File: src/rtl/el2_clkgate_ctrl.sv
// Per-domain clock-gate enable controller: OFF/WAKE/ON/HOLD sequencing per domain.
// Optional per-domain gated-cycle statistics are enabled by defining RV_CG_STATS_EN.
module el2_clkgate_ctrl #(
    parameter int NDOM     = 4,
    parameter int IDLE_W   = 4,
    parameter int WAKE_LAT = 2
) (
    input  logic                 clk,
    input  logic                 rst_l,
    input  logic                 scan_mode,
    input  logic                 cg_disable,
    input  logic [IDLE_W-1:0]    idle_cfg,
    input  logic [NDOM-1:0]      dom_busy,
    input  logic [NDOM-1:0]      dom_wake_req,
    output logic [NDOM-1:0]      dom_wake_ack,
    output logic [NDOM-1:0]      dom_cg_en,
    output logic [NDOM*16-1:0]   dom_off_cnt,
    input  logic                 stats_clr
);

    localparam int WCNT_W = (WAKE_LAT > 2) ? $clog2(WAKE_LAT) : 1;
    localparam logic [WCNT_W-1:0] WCNT_INIT = WCNT_W'(WAKE_LAT - 1);

    localparam logic [1:0] ST_OFF  = 2'd0;
    localparam logic [1:0] ST_WAKE = 2'd1;
    localparam logic [1:0] ST_ON   = 2'd2;
    localparam logic [1:0] ST_HOLD = 2'd3;

`ifdef RV_CG_STATS_EN
    function automatic logic [15:0] sat_inc16(input logic [15:0] v);
        return (v == 16'hFFFF) ? v : v + 16'd1;
    endfunction
`else
    logic w_unused_stats_clr;
    assign w_unused_stats_clr = stats_clr;
`endif

    for (genvar g = 0; g < NDOM; g++) begin : g_dom
        logic [1:0]        r_state;
        logic [1:0]        w_state_nxt;
        logic [WCNT_W-1:0] r_wcnt;
        logic [WCNT_W-1:0] w_wcnt_nxt;
        logic [IDLE_W-1:0] r_hcnt;
        logic [IDLE_W-1:0] w_hcnt_nxt;
        logic              r_en;
        logic              r_ack;
        logic              w_act;

        assign w_act = dom_busy[g] | dom_wake_req[g] | cg_disable;

        // WAKE always runs to completion so the gate has settled before ack.
        always_comb begin
            w_state_nxt = r_state;
            w_wcnt_nxt  = r_wcnt;
            w_hcnt_nxt  = r_hcnt;
            case (r_state)
                ST_OFF: begin
                    if (w_act) begin
                        w_state_nxt = ST_WAKE;
                        w_wcnt_nxt  = WCNT_INIT;
                    end
                end
                ST_WAKE: begin
                    if (r_wcnt == '0) w_state_nxt = ST_ON;
                    else              w_wcnt_nxt  = r_wcnt - WCNT_W'(1);
                end
                ST_ON: begin
                    if (!w_act) begin
                        if (idle_cfg == '0) begin
                            w_state_nxt = ST_OFF;
                        end else begin
                            w_state_nxt = ST_HOLD;
                            w_hcnt_nxt  = idle_cfg;
                        end
                    end
                end
                ST_HOLD: begin
                    if (w_act)                        w_state_nxt = ST_ON;
                    else if (r_hcnt == IDLE_W'(1))    w_state_nxt = ST_OFF;
                    else                              w_hcnt_nxt  = r_hcnt - IDLE_W'(1);
                end
                default: w_state_nxt = ST_OFF;
            endcase
        end

        // EN and ack come straight from flops so the gate cell never sees a decode glitch.
        always_ff @(posedge clk or negedge rst_l) begin
            if (!rst_l) begin
                r_state <= ST_OFF;
                r_wcnt  <= '0;
                r_hcnt  <= '0;
                r_en    <= 1'b0;
                r_ack   <= 1'b0;
            end else begin
                r_state <= w_state_nxt;
                r_wcnt  <= w_wcnt_nxt;
                r_hcnt  <= w_hcnt_nxt;
                r_en    <= (w_state_nxt != ST_OFF);
                r_ack   <= (w_state_nxt == ST_ON) || (w_state_nxt == ST_HOLD);
            end
        end

        assign dom_cg_en[g]    = r_en | scan_mode;
        assign dom_wake_ack[g] = r_ack;

`ifdef RV_CG_STATS_EN
        logic [15:0] r_off_cnt;

        always_ff @(posedge clk or negedge rst_l) begin
            if (!rst_l)                  r_off_cnt <= 16'h0;
            else if (stats_clr)          r_off_cnt <= 16'h0;
            else if (r_state == ST_OFF)  r_off_cnt <= sat_inc16(r_off_cnt);
        end

        assign dom_off_cnt[g*16 +: 16] = r_off_cnt;
`else
        assign dom_off_cnt[g*16 +: 16] = 16'h0;
`endif
    end

endmodule

File: config.mk
export PLATFORM = sky130hd
export DESIGN_NAME = el2_clkgate_ctrl
export DESIGN_NICKNAME = d
export VERILOG_FILES = /design/src/rtl/el2_clkgate_ctrl.sv
export SDC_FILE = /design/constraint.sdc
export NUM_CORES = 1
export LEC_CHECK = 0
export CORE_UTILIZATION = 61
export CTS_BUF_LIST = sky130_fd_sc_hd__clkbuf_8
export CTS_CLUSTER_DIAMETER = 150
export DETAILED_ROUTE_END_ITERATION = 6
export DONT_BUFFER_PORTS = 1
export HOLD_SLACK_MARGIN = 0.1
export PLACE_DENSITY = 0.83
export SLEW_MARGIN = 15
export SYNTH_ARGS = -nofsm -noshare
export SYNTH_HDL_FRONTEND = slang
export SYNTH_SLANG_ARGS = --single-unit
File: constraint.sdc
create_clock -name clk -period 2.4 [get_ports clk]
set_input_delay 0.36 -clock clk [delete_from_list [all_inputs] [get_ports clk]]
set_output_delay 0.36 -clock clk [all_outputs]
set_load 0.01 [all_outputs]
# After elaboration in Yosys (flattened, before gate mapping)
# Index checks and enable logic that the tools add are counted.
classes:
  addsub: 8
  mul: 0
  n_div: 0
  n_lt_le_gt_ge: 0
  n_eq_ne: 44
  shifts: 0
  n_mux: 54
  n_bitwise: 12
  reduce_logical: 29
op_table:
  columns: ["operator", "n"]
  rows:
  - ["$mux 4", 13]
  - ["$mux 2", 21]
  - ["$ne 2x2->1 const B", 20]
  - ["$eq 2x2->1 const B", 16]
  - ["$pmux 2 s4", 4]
  - ["$pmux 4 s2", 4]
  - ["$reduce_bool 2->1", 12]
  - ["$reduce_and 5->1", 4]
  - ["$eq 4x1->1 const B", 4]
  - ["$sub 4x1->4 const B", 4]
  - ["$or 1x1->1", 12]
  - ["$eq 2x1->1 const B", 4]
  - ["$logic_not 2->1", 4]
  - ["$mux 1", 8]
  - ["$pmux 1 s2", 4]
  - ["$reduce_and 2->1", 4]
  - ["$logic_not 4->1", 1]
  - ["$logic_or 1x1->1", 4]
  - ["$sub 1x1->1 const B", 4]
word_totals:
  ff_bits: 36
  latch_bits: 0
  ramBits: 0
  mem_bits_ro: 0
  out_inout_bits: 72
  wordCells: 167
  memories: 0

# Longest topological paths before layout
logic_depth:
  word_depth: 6
  depth_mapped: 6

# Worst setup path before layout
# Ideal clock, no wire load.
synth_timing:
  kind: "input -> register"
  from: "input port idle_cfg[1]"
  to: "register g_dom[0].r_hcnt[1]"
  setup_ns: 0.128
  t_arrival_ns: 1.641
  slack_ns: 0.631
  path_stages: 4
  path_buffers: 1
  cell_sequence: "or4_1 -> buf_6 -> o2111ai_4 -> mux2_1"
synth_via:
  elab_chain_cells: 3
  word_cells_on_any_way: 6
  cone_classes: "eq/ne (1); mux (3); reduce/logical (2)"
synth_lines:
  columns: ["element", "line_no", "source"]
  rows:
  - ["from (decl)", "12", "input logic [IDLE_W-1:0] idle_cfg,"]
  - ["$logic_not 4->1 / $mux 4 (equally long branches)", "69", "if (idle_cfg == '0) begin"]
  - ["$ne 2x2->1 (no line) / $mux 4 (equally long branches)", null, null]
  - ["$reduce_and 5->1 (no line) / $pmux 4 s2 (equally long branches)", null, null]
  - ["to (signal assigned)", "97", "r_hcnt <= w_hcnt_nxt;"]
  - ["to (decl)", "43", "logic [IDLE_W-1:0] r_hcnt;"]
# Several ways; a longest one is shown, not always the timed one. The select of a mux whose other input is x is not followed.
# A chain may end at the register's enable or synchronous reset.

# Final worst setup path
layout_timing:
  from: "register g_dom[0].r_hcnt[1]"
  to: "register g_dom[0].r_hcnt[1]"
layout_via:
  elab_chain_cells: 4
  word_cells_on_any_way: 7
  cone_classes: "add/sub (1); eq/ne (2); mux (3); reduce/logical (1)"
layout_lines:
  columns: ["element", "line_no", "source"]
  rows:
  - ["$sub 4x1->4", "80", "else w_hcnt_nxt = r_hcnt - IDLE_W'(1);"]
  - ["$mux 4", "79", "else if (r_hcnt == IDLE_W'(1)) w_state_nxt = ST_OFF;"]
  - ["$mux 4", "78", "if (w_act) w_state_nxt = ST_ON;"]
  - ["$pmux 4 s2", "56", "case (r_state)"]
# Several ways; a longest one is shown, not always the timed one. The select of a mux whose other input is x is not followed.

==> metrics.yaml <==
core_area_um2: 3740
cp.required_ns: 2.58
final.setup_skew_ns: 0.00559
critPathLaunchType: "flip-flop"
overflow: 0
area_growth_pct: -3.79
cts.clk_slew.worst_paths_ns: 0.07
clk_latency_ns: 0.29
vias: 1668
final_util: 0.628
p_comb_frac: 0.362
dp_slack_ns: 0.395
grt_max_degree: 34
htree_levels: 2
p_leak_nw: 1.07
post_cts_buffers: 0
synth.distinct_cells: 45
ys_ff_latch: 33
multi_input_area_um2: 1240
syn_area_um2: 2440
wire_per_inst_um: 12.7
syn_inst: 278
ys_top_cells_by_area: "dfrtp_1 (34%), buf_4 (21%), o21ai_0 (4.7%), ha_1 (4.1%), a21oi_1 (3.7%)"
slew_headroom: 0.610
synth_ff_type: "dfrtp_1"
cts_buffers: 5
synth_top_area_share: 0.338
clk_path_buf_depth: 2
setup_viol: 0
yosys_warnings: 0
power_frac_clock: 0.190
antennaDiodeCount: 0
drv_cap: 0
grt_pass1_vias: 1534
placed_cells: 317
worstPathMaxFanout: 9
slew_violations: 0
firstDrtPassIters: 4
period_needed_ns: 1.82
port_buffers: 0
p_seq_frac: 0.447
fp.dieH_um: 65.3
rsz0062_at_grt: "false"
async_flop_share: 1.00
dp_hpwl_um: 2960
fin_setup_tns_ns: 0
ctsResizeCount: 0
fin_cells: 327
drt_iter0_drc: 59
clockRootBuffer: "clkbuf_8"
fin_ws_ns: 0.584
power_density_nw_per_um2: 1040
place_congestion: 0.799
antenna_found_initial: 0
syn_area_per_cell_um2: 8.79
path_class: "reg2reg"
io_pins: 89
antenna_left: 0
n_fill_cell: 359
grt_pass1_wl_um: 6840
post-route-period-util: 0.756
drive_gt1_frac: 0.0968
seqCellArea_um2: 826
ir_drop_mv: 0.689
p_sw_frac: 0.418
die_w_um: 65.3
ctsHoldBuffers: 2
end_kind: "flip-flop"
grt_usage: 0.217
drcViolationCount: 0
die-area_um2: 4260
hold_class: "in2reg"
p_int_mw: 1.42
hold_viol_final: 0
vias_per_cell: 5.10
cts_tree: "built"
synth_area_leader_cell: "dfrtp_1"
max_freq_mhz: 551
num_rows: 22
synth_edf_count: 0
yosysSeqAreaShare: 0.338
netSwitchingPower_mw: 1.02
status: "finished clean"
cts.sinks: 33
arrival_ns: 1.99
final_nets: 303
worst_pin_slew_ns: 0.579
start_util: 0.652
wl_um: 4160
## per-stage QoR
step	power (mW)	hold WS (ns)	cell area, µm²
2_1_floorplan	1.91	0.0644	2680
3_3_place_gp	1.90	0.0652	2220
3_5_place_dp	1.96	0.0650	2220
4_1_cts	2.45	0.241	2350
5_1_grt	2.67	0.244	2350
6_report	2.45	0.238	2350
## cells in the mapped netlist (2+ instances only)
master	n
a211oi_1	2
a21oi_1	18
a22oi_1	2
a32o_1	3
a32oi_1	2
and2_1	2
buf_1	2
buf_4	68
clkbuf_1	3
dfrtp_1	33
ha_1	8
inv_1	16
nand2_1	20
nor2_1	21
nor2b_1	2
nor3_1	8
nor3_2	2
nor3b_1	3
o2111ai_4	3
o211ai_1	2
o21ai_0	23
o22a_1	3
o22ai_1	2
o311ai_0	2
or2_2	4
or3_1	2
or4bb_1	4
## cell type report
| cell class | count | area share |
|---|---|---|
| Clock buffer | 7 | 0.0410 |
| Clock inverter | 1 | 0.00213 |
| Inverter | 16 | 0.0256 |
| Multi-Input combinational cell | 216 | 0.529 |
| Sequential cell | 33 | 0.351 |
| Tap cell | 48 | 0.0256 |
| Timing Repair Buffer | 6 | 0.0256 |
## cells in the final DEF (no fill, tap or decap), types with 2 or more instances in the layout
| master | Yosys | routed |
|---|---|---|
| conb_1 | 1 | 64 |
| dfrtp_1 | 33 | 33 |
| o21ai_0 | 23 | 23 |
| nor2_1 | 21 | 21 |
| nand2_1 | 20 | 20 |
| a21oi_1 | 18 | 18 |
| inv_1 | 16 | 16 |
| nor3_1 | 8 | 8 |
| ha_1 | 8 | 8 |
| clkbuf_8 | 0 | 7 |
| or4bb_1 | 4 | 4 |
| or2_2 | 4 | 4 |
| buf_4 | 68 | 4 |
| nor3b_1 | 3 | 3 |
| a32o_1 | 3 | 3 |
| o2111ai_4 | 3 | 3 |
| o22a_1 | 3 | 3 |
| o22ai_1 | 2 | 2 |
| o211ai_1 | 2 | 2 |
| nor2b_1 | 2 | 2 |
| a211oi_1 | 2 | 2 |
| a32oi_1 | 2 | 2 |
| o311ai_0 | 2 | 2 |
| nor3_2 | 2 | 2 |
| a22oi_1 | 2 | 2 |
| and2_1 | 2 | 2 |
| or3_1 | 2 | 2 |
## worst max-delay path, stage by stage (launching register included)
cell and delay [ns]:
dfrtp_1 0.39, inv_1 0.09, ha_1 0.16, or4bb_1 0.54, o2111ai_4 0.18, mux2_1 0.35
## state kept, by name, summed over array words and instances, names as in the netlist
signal,cells
g_dom.r_hcnt,16
g_dom.r_state,6
g_dom.r_en,4
g_dom.r_wcnt,4
g_dom.r_ack,3
## power groups by stage
stage	sequential (mW)	clock [mW]	combinational, mW
final	1.09	0.465	0.886
after global routing	1.14	0.500	1.03
after CTS	1.09	0.473	0.886
after detailed placement	1.10	0	0.858
after global placement	1.09	0	0.808
after floorplan	0.968	0	0.938
## routing by layer
| metal | track usage | share of wire |
|---|---|---|
| met5 | 0 | 0 |
| met2 | 0.348 | 0.49 |
| met4 | 0.0978 | 0.013 |
| met3 | 0.0747 | 0.055 |
| met1 | 0.260 | 0.44 |
## cell families (layout without fill, tap and decap cells)
group                      count (synthesis)  in the layout  share of synthesized area
buffers and inverters                     92             30                      0.250
and+or+nand+nor                           75             75                      0.161
AOI/OAI and AO/OA                         67             67                      0.197
DFF                                       33             33                      0.338
adders and majority gates                  8              8                     0.0410
muxes                                      2              2                     0.0108
other                                      1             64                    0.00154
## final timing paths
path,from,end,slack (ns),cells after the start
setup / recovery,g_dom[0].r_hcnt[1],g_dom[0].r_hcnt[1],0.58,5
hold / removal,idle_cfg[1],g_dom[3].r_hcnt[1],0.24,2
setup reg to reg,g_dom[0].r_hcnt[1],g_dom[0].r_hcnt[1],0.58,5
hold reg to reg,g_dom[1].r_hcnt[1],g_dom[1].r_hcnt[1],0.52,2
max in group asynchronous,rst_l,g_dom[1].r_ack,1.66,2
min in group asynchronous,rst_l,g_dom[0].r_state[0],0.56,2
Note: power is estimated with default switching activity, not from simulation.
